==> src/rtl/io_bus_arbiter_if.sv <==
// Purpose: bundles the per-core request lanes, the shared I/O bus master
//          signals and the broadcast response of the I/O bus arbiter.
// Ports:   master = arbiter side (drives acks, bus strobes, responses);
//          slave  = core queues / bus device side (drives requests, read data).
interface io_bus_arbiter_if #(
  parameter int NUM_REQUESTERS   = 4,
  parameter int THREAD_IDX_WIDTH = 2
);
  // Per-core request lanes
  logic [NUM_REQUESTERS-1:0]                       req_valid;
  logic [NUM_REQUESTERS-1:0]                       req_store;
  logic [NUM_REQUESTERS-1:0][THREAD_IDX_WIDTH-1:0] req_thread_idx;
  logic [NUM_REQUESTERS-1:0][31:0]                 req_address;
  logic [NUM_REQUESTERS-1:0][31:0]                 req_value;
  logic [NUM_REQUESTERS-1:0]                       req_ack;

  // Shared I/O bus
  logic                                            io_write_en;
  logic                                            io_read_en;
  logic [31:0]                                     io_address;
  logic [31:0]                                     io_write_data;
  logic [31:0]                                     io_read_data;

  // Broadcast response
  logic                                            rsp_valid;
  logic [3:0]                                      rsp_core;
  logic                                            rsp_store;
  logic [THREAD_IDX_WIDTH-1:0]                     rsp_thread_idx;
  logic [31:0]                                     rsp_read_value;

  modport master (
    input  req_valid, req_store, req_thread_idx, req_address, req_value,
    input  io_read_data,
    output req_ack,
    output io_write_en, io_read_en, io_address, io_write_data,
    output rsp_valid, rsp_core, rsp_store, rsp_thread_idx, rsp_read_value
  );

  modport slave (
    output req_valid, req_store, req_thread_idx, req_address, req_value,
    output io_read_data,
    input  req_ack,
    input  io_write_en, io_read_en, io_address, io_write_data,
    input  rsp_valid, rsp_core, rsp_store, rsp_thread_idx, rsp_read_value
  );
endinterface

==> src/rtl/io_bus_arbiter.sv <==
// Purpose: round-robin arbiter sharing one non-cached I/O bus master between cores.
// Latency: ack + bus strobe 1 cycle after arbitration, response 3 cycles after; 1 txn / 3 cycles.
// Backpressure: requesters hold req_valid until req_ack; responses are broadcast with no backpressure.
// Ports:   clk, reset (synchronous, active-high); bus = io_bus_arbiter_if.master
//          carrying request lanes/req_ack, bus strobes/address/data, and rsp_* broadcast.
module io_bus_arbiter #(
  parameter int NUM_REQUESTERS   = 4,
  parameter int THREAD_IDX_WIDTH = 2
) (
  input  logic                 clk,
  input  logic                 reset,
  io_bus_arbiter_if.master     bus
);

  localparam int PTR_W = (NUM_REQUESTERS > 1) ? $clog2(NUM_REQUESTERS) : 1;

  typedef enum logic [1:0] {
    ST_IDLE = 2'd0,
    ST_BUS  = 2'd1,
    ST_DATA = 2'd2
  } state_t;

  state_t                        r_state;
  state_t                        w_next_state;

  logic [PTR_W-1:0]              r_ptr;
  logic [3:0]                    r_core;
  logic                          r_store;
  logic [THREAD_IDX_WIDTH-1:0]   r_thread;

  logic [NUM_REQUESTERS-1:0]     r_req_ack;
  logic                          r_io_write_en;
  logic                          r_io_read_en;
  logic [31:0]                   r_io_address;
  logic [31:0]                   r_io_write_data;
  logic                          r_rsp_valid;
  logic [3:0]                    r_rsp_core;
  logic                          r_rsp_store;
  logic [THREAD_IDX_WIDTH-1:0]   r_rsp_thread_idx;
  logic [31:0]                   r_rsp_read_value;

  logic                          w_any;
  logic                          w_hi_any;
  logic [PTR_W-1:0]              w_hi_idx;
  logic [PTR_W-1:0]              w_lo_idx;
  logic [PTR_W-1:0]              w_winner;
  logic [PTR_W-1:0]              w_ptr_next;

  // Round-robin pick without a modulo: the lowest requester at or above the
  // pointer wins; if there is none, the search has wrapped, so the lowest
  // requester overall wins.
  always_comb begin
    w_hi_any = 1'b0;
    w_hi_idx = '0;
    w_lo_idx = '0;
    for (int i = NUM_REQUESTERS - 1; i >= 0; i--) begin
      if (bus.req_valid[i]) begin
        w_lo_idx = PTR_W'(i);
        if (i >= int'(r_ptr)) begin
          w_hi_any = 1'b1;
          w_hi_idx = PTR_W'(i);
        end
      end
    end
    w_any    = |bus.req_valid;
    w_winner = w_hi_any ? w_hi_idx : w_lo_idx;
  end

  // Just-granted requester drops to lowest priority.
  assign w_ptr_next = (w_winner == PTR_W'(NUM_REQUESTERS - 1)) ? '0 : w_winner + 1'b1;

  always_comb begin
    w_next_state = r_state;
    unique case (r_state)
      ST_IDLE: if (w_any) w_next_state = ST_BUS;
      ST_BUS:  w_next_state = ST_DATA;
      ST_DATA: w_next_state = ST_IDLE;
      default: w_next_state = ST_IDLE;
    endcase
  end

  always_ff @(posedge clk) begin
    if (reset) begin
      r_state          <= ST_IDLE;
      r_ptr            <= '0;
      r_core           <= '0;
      r_store          <= 1'b0;
      r_thread         <= '0;
      r_req_ack        <= '0;
      r_io_write_en    <= 1'b0;
      r_io_read_en     <= 1'b0;
      r_io_address     <= '0;
      r_io_write_data  <= '0;
      r_rsp_valid      <= 1'b0;
      r_rsp_core       <= '0;
      r_rsp_store      <= 1'b0;
      r_rsp_thread_idx <= '0;
      r_rsp_read_value <= '0;
    end else begin
      r_state       <= w_next_state;
      // Pulse outputs fall back to 0 unless set below.
      r_req_ack     <= '0;
      r_io_write_en <= 1'b0;
      r_io_read_en  <= 1'b0;
      r_rsp_valid   <= 1'b0;

      case (r_state)
        ST_IDLE: begin
          if (w_any) begin
            r_ptr               <= w_ptr_next;
            r_core              <= 4'(w_winner);
            r_store             <= bus.req_store[w_winner];
            r_thread            <= bus.req_thread_idx[w_winner];
            r_req_ack[w_winner] <= 1'b1;
            // Bus cycle is launched together with the ack, so the strobe,
            // address and data registers double as the request latch.
            r_io_write_en       <= bus.req_store[w_winner];
            r_io_read_en        <= ~bus.req_store[w_winner];
            r_io_address        <= bus.req_address[w_winner];
            r_io_write_data     <= bus.req_store[w_winner] ? bus.req_value[w_winner] : 32'd0;
          end
        end
        ST_DATA: begin
          // Device returns load data during this cycle.
          r_rsp_valid      <= 1'b1;
          r_rsp_core       <= r_core;
          r_rsp_store      <= r_store;
          r_rsp_thread_idx <= r_thread;
          r_rsp_read_value <= r_store ? 32'd0 : bus.io_read_data;
        end
        default: ;
      endcase
    end
  end

  assign bus.req_ack        = r_req_ack;
  assign bus.io_write_en    = r_io_write_en;
  assign bus.io_read_en     = r_io_read_en;
  assign bus.io_address     = r_io_address;
  assign bus.io_write_data  = r_io_write_data;
  assign bus.rsp_valid      = r_rsp_valid;
  assign bus.rsp_core       = r_rsp_core;
  assign bus.rsp_store      = r_rsp_store;
  assign bus.rsp_thread_idx = r_rsp_thread_idx;
  assign bus.rsp_read_value = r_rsp_read_value;

endmodule

==> src/flat_wrapper.sv <==
// flat-port wrapper written by rule: the top's interface ports become plain ports
module io_bus_arbiter_flat 
#(
  parameter int NUM_REQUESTERS   = 4,
  parameter int THREAD_IDX_WIDTH = 2
)
  (clk, reset, bus_req_valid, bus_req_store, bus_req_thread_idx, bus_req_address, bus_req_value, bus_io_read_data, bus_req_ack, bus_io_write_en, bus_io_read_en, bus_io_address, bus_io_write_data, bus_rsp_valid, bus_rsp_core, bus_rsp_store, bus_rsp_thread_idx, bus_rsp_read_value);
  io_bus_arbiter_if #(.NUM_REQUESTERS(NUM_REQUESTERS), .THREAD_IDX_WIDTH(THREAD_IDX_WIDTH)) bus_i ();
  input  logic clk;
  input  logic reset;
  input wire logic [$bits(bus_i.req_valid)-1:0] bus_req_valid;
  input wire logic [$bits(bus_i.req_store)-1:0] bus_req_store;
  input wire logic [$bits(bus_i.req_thread_idx)-1:0] bus_req_thread_idx;
  input wire logic [$bits(bus_i.req_address)-1:0] bus_req_address;
  input wire logic [$bits(bus_i.req_value)-1:0] bus_req_value;
  input wire logic [$bits(bus_i.io_read_data)-1:0] bus_io_read_data;
  output wire logic [$bits(bus_i.req_ack)-1:0] bus_req_ack;
  output wire logic [$bits(bus_i.io_write_en)-1:0] bus_io_write_en;
  output wire logic [$bits(bus_i.io_read_en)-1:0] bus_io_read_en;
  output wire logic [$bits(bus_i.io_address)-1:0] bus_io_address;
  output wire logic [$bits(bus_i.io_write_data)-1:0] bus_io_write_data;
  output wire logic [$bits(bus_i.rsp_valid)-1:0] bus_rsp_valid;
  output wire logic [$bits(bus_i.rsp_core)-1:0] bus_rsp_core;
  output wire logic [$bits(bus_i.rsp_store)-1:0] bus_rsp_store;
  output wire logic [$bits(bus_i.rsp_thread_idx)-1:0] bus_rsp_thread_idx;
  output wire logic [$bits(bus_i.rsp_read_value)-1:0] bus_rsp_read_value;
  assign bus_i.req_valid = bus_req_valid;
  assign bus_i.req_store = bus_req_store;
  assign bus_i.req_thread_idx = bus_req_thread_idx;
  assign bus_i.req_address = bus_req_address;
  assign bus_i.req_value = bus_req_value;
  assign bus_i.io_read_data = bus_io_read_data;
  assign bus_req_ack = bus_i.req_ack;
  assign bus_io_write_en = bus_i.io_write_en;
  assign bus_io_read_en = bus_i.io_read_en;
  assign bus_io_address = bus_i.io_address;
  assign bus_io_write_data = bus_i.io_write_data;
  assign bus_rsp_valid = bus_i.rsp_valid;
  assign bus_rsp_core = bus_i.rsp_core;
  assign bus_rsp_store = bus_i.rsp_store;
  assign bus_rsp_thread_idx = bus_i.rsp_thread_idx;
  assign bus_rsp_read_value = bus_i.rsp_read_value;
  io_bus_arbiter #(.NUM_REQUESTERS(NUM_REQUESTERS), .THREAD_IDX_WIDTH(THREAD_IDX_WIDTH)) u_core (.clk(clk), .reset(reset), .bus(bus_i));
endmodule
==> config.mk <==
export PLATFORM = sky130hd
export DESIGN_NAME = io_bus_arbiter_flat
export DESIGN_NICKNAME = d
export VERILOG_FILES = /design/src/rtl/io_bus_arbiter_if.sv /design/src/rtl/io_bus_arbiter.sv /design/src/flat_wrapper.sv
export SDC_FILE = /design/constraint.sdc
export NUM_CORES = 1
export LEC_CHECK = 0
export CAP_MARGIN = 10
export CORE_AREA = 2 2 164 166
export CTS_CLUSTER_SIZE = 12
export DETAILED_ROUTE_END_ITERATION = 7
export DIE_AREA = 0 0 166 168
export PLACE_DENSITY_LB_ADDON = 0.05
export SKIP_LAST_GASP = 1
export SLEW_MARGIN = 10
export SYNTH_ARGS = -nofsm -noshare
export SYNTH_HDL_FRONTEND = slang
export SYNTH_SLANG_ARGS = --single-unit
export TNS_END_PERCENT = 20
==> constraint.sdc <==
create_clock -name clk -period 1.9 [get_ports clk]
set_clock_uncertainty 0.2 [all_clocks]
set_input_delay 0.285 -clock clk [delete_from_list [all_inputs] [get_ports clk]]
set_output_delay 0.285 -clock clk [all_outputs]
set_load 0.01 [all_outputs]
==> results.py, run 1 <==
metrics = {
    "layout": {
        "drive_above_1_share_pct": 19.6,
        "nets": 1421,
        "seq_area_mm2": 0.00235,
        "syn_to_final_growth_pct": 95.8,
        "postLayoutCoreUtil_pct": 46.7,
        "fill_cells": 2573,
        "multi_input_area_mm2": 0.00380,
    },
    "run_status": {
        "status": "finished with violations",
        "failed_checks": "negative setup slack",
    },
    "global_route": {
        "track_usage_pct": 18.4,
        "grt_overflow": 0,
        "grt_max_degree": 111,
        "grt_pass1_vias": 6768,
        "antenna_found_initial": 2,
        "grt_pass1_wl_mm": 39.9,
    },
    "placement": {
        "port_buffers": 413,
        "gp_congestion": 0.738,
        "dp_slack_ns": -0.722,
        "hpwl_mm": 19.4,
    },
    "cts": {
        "cts_inserted_buffers": 17,
        "clkLatencyLatePin_ns": 0.40,
        "cts.clk_slew.worst_paths_ns": 0.06,
        "clock-sinks": 117,
        "ctsHoldBuffers": 0,
        "cts_tree": "done",
        "cts_buffer_depth": 2,
        "htree_levels": 4,
        "cts_root_buf": "clkbuf_16",
    },
    "timing": {
        "slew_violations": 0,
        "maxSlewHeadroom_pct": 65.2,
        "setup_ws_ns": -0.226,
        "max_clock_freq_ghz": 0.470,
        "rsz0062_at_grt": "true",
        "setup_viol": 73,
        "setup_tns_ns": -12.33,
        "worstMarginPinSlew_ns": 0.521,
        "hold_ws_ns": 0.214,
        "min_period_ns": 2.13,
        "hold_violations": 0,
        "period_share_pct": 112,
    },
    "die": {
        "fp.coreArea_mm2": 0.0264,
        "die_height_um": 168,
        "rows": 60,
        "io_pins": 416,
        "fp.dieW_um": 166,
        "start_util_pct": 23.9,
        "die_area_mm2": 0.0279,
    },
    "flow_run": {
        "cap_violations": 0,
    },
    "routing": {
        "wl_per_cell_um": 18.1,
        "drcViolationCount": 0,
        "postRouteWirelength_mm": 26.5,
        "via_count": 6576,
        "drt-pass1-iter-count": 4,
        "drt_iter0_drc": 245,
        "drtAntennaViolNets": 0,
        "vias_per_cell": 4.48,
    },
    "critical_path": {
        "worstSetupPathType": "flip-flop to flip-flop",
        "required_ns": 2.03,
        "slowest_stage": "dfxtp_2",
        "cp-end-kind": "flip-flop",
        "critical_path_arrival_ns": 2.26,
        "cpPeakStageDelay_ns": 0.35,
        "crit_chain": "nor2b_2, nand4b_1, buf_4, and2_4, buf_8, clkbuf_16, buf_4, mux2i_1, mux2_4, o21ai_1",
        "start_kind": "flip-flop",
        "critPathMaxFanout": 4,
        "crit_top_cell": "buf_4",
    },
    "worst_hold_path": {
        "hp-class": "input port to flip-flop",
    },
    "yosys": {
        "yosysTopAreaCellShare_pct": 37.2,
        "ys_ff_latch": 117,
        "synth_edf_count": 0,
        "netlist_top_cells_area": "dfxtp_1 37%, mux2i_1 17%, mux2_2 11%, nand3b_1 8.8%, a21oi_1 3.5%",
        "synthDistinctLibCells": 38,
        "syn_area_mm2": 0.00629,
        "synthArstFlopShare_pct": 0,
        "synth_most_common_cell": "dfxtp_1",
        "syn_inst": 650,
        "avgSynthCellArea_um2": 9.68,
        "synth_common_cells": "117 x dfxtp_1, 108 x mux2i_1, 74 x nand3b_1, 61 x mux2_2, 51 x nand2_1",
        "synth_flop_cell": "dfxtp_1",
        "yosysWarnings": 0,
        "ys_seq_area_share_pct": 37.2,
        "synth_top_area_cell": "dfxtp_1",
    },
    "power_and_ir_drop": {
        "leakage_nw": 4.97,
        "p_per_area_mw_per_mm2": 848,
        "peakVddDrop_mv": 0.541,
    },
}
## layer usage
metal | GRT usage [%] | routed length (um)
met1 | 20.6 | 10600
met2 | 33.8 | 13700
met3 | 6.72 | 2020
met4 | 2.87 | 146
met5 | 0 | 0
## power breakdown
group          leakage, nW  total (mW)  internal [mW]  switching, mW
clock                0.290        3.27           1.97           1.30
combinational         3.73        4.26           2.59           1.67
sequential           0.958        2.92           2.75          0.162
## sequential cells by signal (all words and copies together) (netlist names)
signal,flops
u_core.bus.io_write_en,1
u_core.bus.rsp_valid,1
u_core.bus.io_address,32
u_core.bus.rsp_core,2
u_core.bus.rsp_store,1
u_core.bus.io_read_en,1
u_core.bus.req_ack,4
u_core.bus.rsp_read_value,32
u_core.r_thread,2
u_core.bus.rsp_thread_idx,2
u_core.r_core,2
u_core.bus.io_write_data,32
u_core.r_ptr,2
u_core.r_store,1
u_core.r_state,2
## placed cells by master, fill, tap and decap left out, drive strengths merged, types with 42 or more instances in the layout
cell           Yosys  final
a21oi             45     45
buf               34     86
clkdlybuf4s50      0    408
dfxtp            117    117
mux2              66     66
mux2i            108    108
nand2             51     51
nand3b            74     74
o21ai             42     42
## repair_timing
item,4_1_cts,5_1_grt
setup buffers,15,8
hold endpoints to repair,0,0
pin swaps,7,15
endpoints found under the setup margin,73,77
resized for setup,29,28
gates cloned,5,2
## path summary, 6_finish.rpt
check,slack (ns),start,to,depth (start not counted)
min reg2reg,0.25,u_core.bus.rsp_read_value[12],u_core.bus.rsp_read_value[12],2
min,0.21,reset,u_core.r_state[0],4
max reg2reg,-0.23,u_core.r_ptr[0],u_core.bus.io_write_data[2],10
max,-0.23,u_core.r_ptr[0],u_core.bus.io_write_data[2],10
## final cells by class
cell class | count | area share, %
sequential | 117 | 19.1
tap | 341 | 3.46
antenna | 2 | 0.0406
inverter | 4 | 0.163
timing repair buffer | 500 | 41.6
clock buffer | 17 | 3.45
clock inverter | 15 | 1.39
multi-input combinational | 471 | 30.9
## stage by stage
stage          power [mW]  area, um^2  instances
2_1_floorplan        4.84        6360        651
3_3_place_gp         6.77       11200       1404
3_5_place_dp         6.77       11200       1404
4_1_cts              10.4       12100       1456
5_1_grt              11.0       12300       1465
6_report             10.4       12300       1467
## critical path: cells and delay by family, from the launching register on
| family | cells | cell delay [ns] |
|---|---|---|
| buffers and inverters | 4 | 0.58 |
| and+or+nand+nor | 3 | 0.40 |
| muxes | 2 | 0.40 |
| DFF | 1 | 0.35 |
| AOI/OAI and AO/OA | 1 | 0.12 |
## kinds of logic (layout without fill, tap and decap cells)
kind of cell	Yosys count	after routing	synth area share [%]
buffers and inverters	64	536	5.35
DFF	117	117	37.2
AOI/OAI and AO/OA	139	139	13.1
other	1	4	0.0596
adders and majority gates	4	4	0.796
and+or+nand+nor	151	152	14.4
muxes	174	174	29.0
Power figures use the tool's default switching activity.
==> run 2: changes to the inputs <==
--- a/config.mk
+++ b/config.mk
@@ -7,10 +7,12 @@
 export LEC_CHECK = 0
 export CAP_MARGIN = 10
 export CORE_AREA = 2 2 164 166
+export CTS_BUF_LIST = sky130_fd_sc_hd__clkbuf_16
 export CTS_CLUSTER_SIZE = 12
 export DETAILED_ROUTE_END_ITERATION = 7
 export DIE_AREA = 0 0 166 168
 export PLACE_DENSITY_LB_ADDON = 0.05
+export SKIP_CTS_REPAIR_TIMING = 1
 export SKIP_LAST_GASP = 1
 export SLEW_MARGIN = 10
 export SYNTH_ARGS = -nofsm -noshare
==> run 2 against run 1 <==
Net effect:
- the run still ends with negative setup slack left
- sequential share of layout area rose by 0.10 points
- cell area fell by 0.43%
- power fell by 1.0%
- global-route usage fell by 0.67 points
- core utilization fell by 0.20 points
- flip-flop and latch count did not move
- routed wire length fell by 0.27%
- first-iteration DRC count rose by 3.7%
- cell count barely moved
- clock power barely moved
- setup slack improved by 0.060 ns
- clock-buffer cell count did not move
- highest routed layer unchanged
==> results.py, run 2 (synthesized netlist as in run 1, its figures left out) <==
metrics = {
    "run_status": {
        "status": "finished with violations",
        "failed_checks": "negative setup slack",
    },
    "flow_run": {
        "cap_violations": 0,
    },
    "timing": {
        "setup_ws_ns": -0.166,
        "rsz0062_at_grt": "true",
        "max_clock_freq_ghz": 0.484,
        "maxSlewHeadroom_pct": 65.3,
        "min_period_ns": 2.07,
        "period_share_pct": 109,
        "setup_viol": 72,
        "slew_violations": 0,
        "worstMarginPinSlew_ns": 0.520,
        "hold_ws_ns": 0.210,
        "hold_violations": 0,
    },
    "critical_path": {
        "required_ns": 2.04,
        "worstSetupPathType": "flip-flop to flip-flop",
        "start_kind": "flip-flop",
        "rr_worst_depth": 9,
        "critical_path_arrival_ns": 2.21,
        "critPathMaxFanout": 16,
        "reg2reg_slack_ns": -0.17,
        "reg2reg_to": "u_core.bus.io_write_data[8]",
        "r2r-start": "u_core.r_ptr[0]",
        "cp-end-kind": "flip-flop",
    },
    "global_route": {
        "grt_pass1_wl_mm": 38.6,
        "track_usage_pct": 17.7,
        "grt_max_degree": 111,
        "antenna_found_initial": 3,
        "grt_overflow": 0,
        "grt_pass1_vias": 6635,
    },
    "die": {
        "rows": 60,
        "start_util_pct": 23.9,
        "fp.dieW_um": 166,
        "io_pins": 416,
        "die_height_um": 168,
        "fp.coreArea_mm2": 0.0264,
        "die_area_mm2": 0.0279,
    },
    "placement": {
        "postPlaceCellArea_mm2": 0.0112,
        "place_inst": 1404,
        "gp_congestion": 0.738,
        "hpwl_mm": 19.4,
        "dp_slack_ns": -0.722,
        "port_buffers": 413,
    },
    "routing": {
        "wl_per_cell_um": 18.0,
        "via_count": 6585,
        "drt-pass1-iter-count": 4,
        "vias_per_cell": 4.49,
        "drtAntennaViolNets": 0,
        "drt_iter0_drc": 254,
        "drcViolationCount": 0,
        "postRouteWirelength_mm": 26.5,
    },
    "power_and_ir_drop": {
        "leakage_nw": 4.95,
        "p_per_area_mw_per_mm2": 842,
        "peakVddDrop_mv": 0.549,
    },
    "layout": {
        "postLayoutCoreUtil_pct": 46.5,
        "drive_above_1_share_pct": 19.2,
        "layout_common_cells": "408 x clkdlybuf4s50_1, 115 x dfxtp_1, 107 x mux2i_1, 74 x nand3b_1, 65 x buf_4",
        "final_common_cell": "clkdlybuf4s50_1",
        "syn_to_final_growth_pct": 94.9,
        "nets": 1421,
        "fin_cells": 1468,
        "design_area_mm2": 0.0123,
    },
    "cts": {
        "cts_root_buf": "clkbuf_16",
        "clkLatencyLatePin_ns": 0.40,
        "clock-sinks": 117,
        "cts_inserted_buffers": 17,
        "cts_buffer_depth": 2,
        "htree_levels": 4,
        "cts_tree": "done",
        "cts.clk_slew.worst_paths_ns": 0.06,
    },
    "worst_hold_path": {
        "hp-class": "input port to flip-flop",
        "whs_path_depth": 4,
        "holdPathEnd": "u_core.r_state[0]",
        "hp-start": "reset",
    },
}
## run 2: cell count changes in the layout (fill, tap and decap cells not counted), moves of 4 or more
cell / previous run / this run
buf_4: 61 / 65
a22oi_2: 9 / 13
buf_16: 5 / 0
mux2_4: 12 / 4
o21ai_2: 7 / 0
mux2_2: 51 / 58
o21ai_1: 35 / 42
dlymetal6s2s_1: 0 / 4
a22oi_1: 15 / 11
dlygate4sd2_1: 4 / 0
## run 2: worst max-delay path by stage
stage	start	endpoint	slack, ns	cells after the start
3_5_place_dp	bus_req_valid[1]	u_core.bus.io_address[29]	-0.72	8
5_1_grt	u_core.r_ptr[0]	u_core.bus.io_address[4]	-0.24	7
6_report	u_core.r_ptr[0]	u_core.bus.io_write_data[8]	-0.17	9
2_1_floorplan	bus_req_valid[1]	u_core.bus.io_write_data[23]	-0.02	9
3_3_place_gp	bus_req_valid[1]	u_core.bus.io_address[30]	-0.68	8
4_1_cts	bus_req_valid[1]	u_core.bus.io_address[29]	-0.28	8
## run 2: report_power, final
part | switching, mW | internal (mW) | total (mW)
clock | 1.30 | 1.97 | 3.27
sequential | 0.167 | 2.75 | 2.92
combinational | 1.63 | 2.51 | 4.14
## run 2: routing by layer
metal,up-vias,GRT usage (%),wire [um]
met5,-,0,0
met4,0,3.18,145
met3,7,6.54,2010
met2,229,32.4,13800
met1,3052,19.8,10500
li1,3297,-,-
## run 2: metrics by stage
step	setup TNS [ns]	power [mW]
floorplan	-0.960	4.84
global placement	-46.22	6.77
detailed placement	-48.22	6.77
CTS	-15.28	10.1
global route	-15.26	10.9
finish	-9.30	10.3
## run 2: critical path, stage by stage, from the launching register on
cell and delay, ns:
dfxtp_4 0.38, nor2b_4 0.05, nand4b_1 0.22, buf_4 0.18, and2_4 0.16, inv_6 0.07, a21oi_2 0.06, a211o_4 0.38
clkbuf_16 0.20, o21ai_1 0.11
## run 2: layout make-up
cell class	instances	area, um^2
Fill cell	2585	14100
Inverter	4	20.0
Timing Repair Buffer	500	5080
Sequential cell	117	2350
Antenna cell	3	7.51
Clock inverter	15	171
Multi-Input combinational cell	471	3780
Tap cell	341	427
Clock buffer	17	425
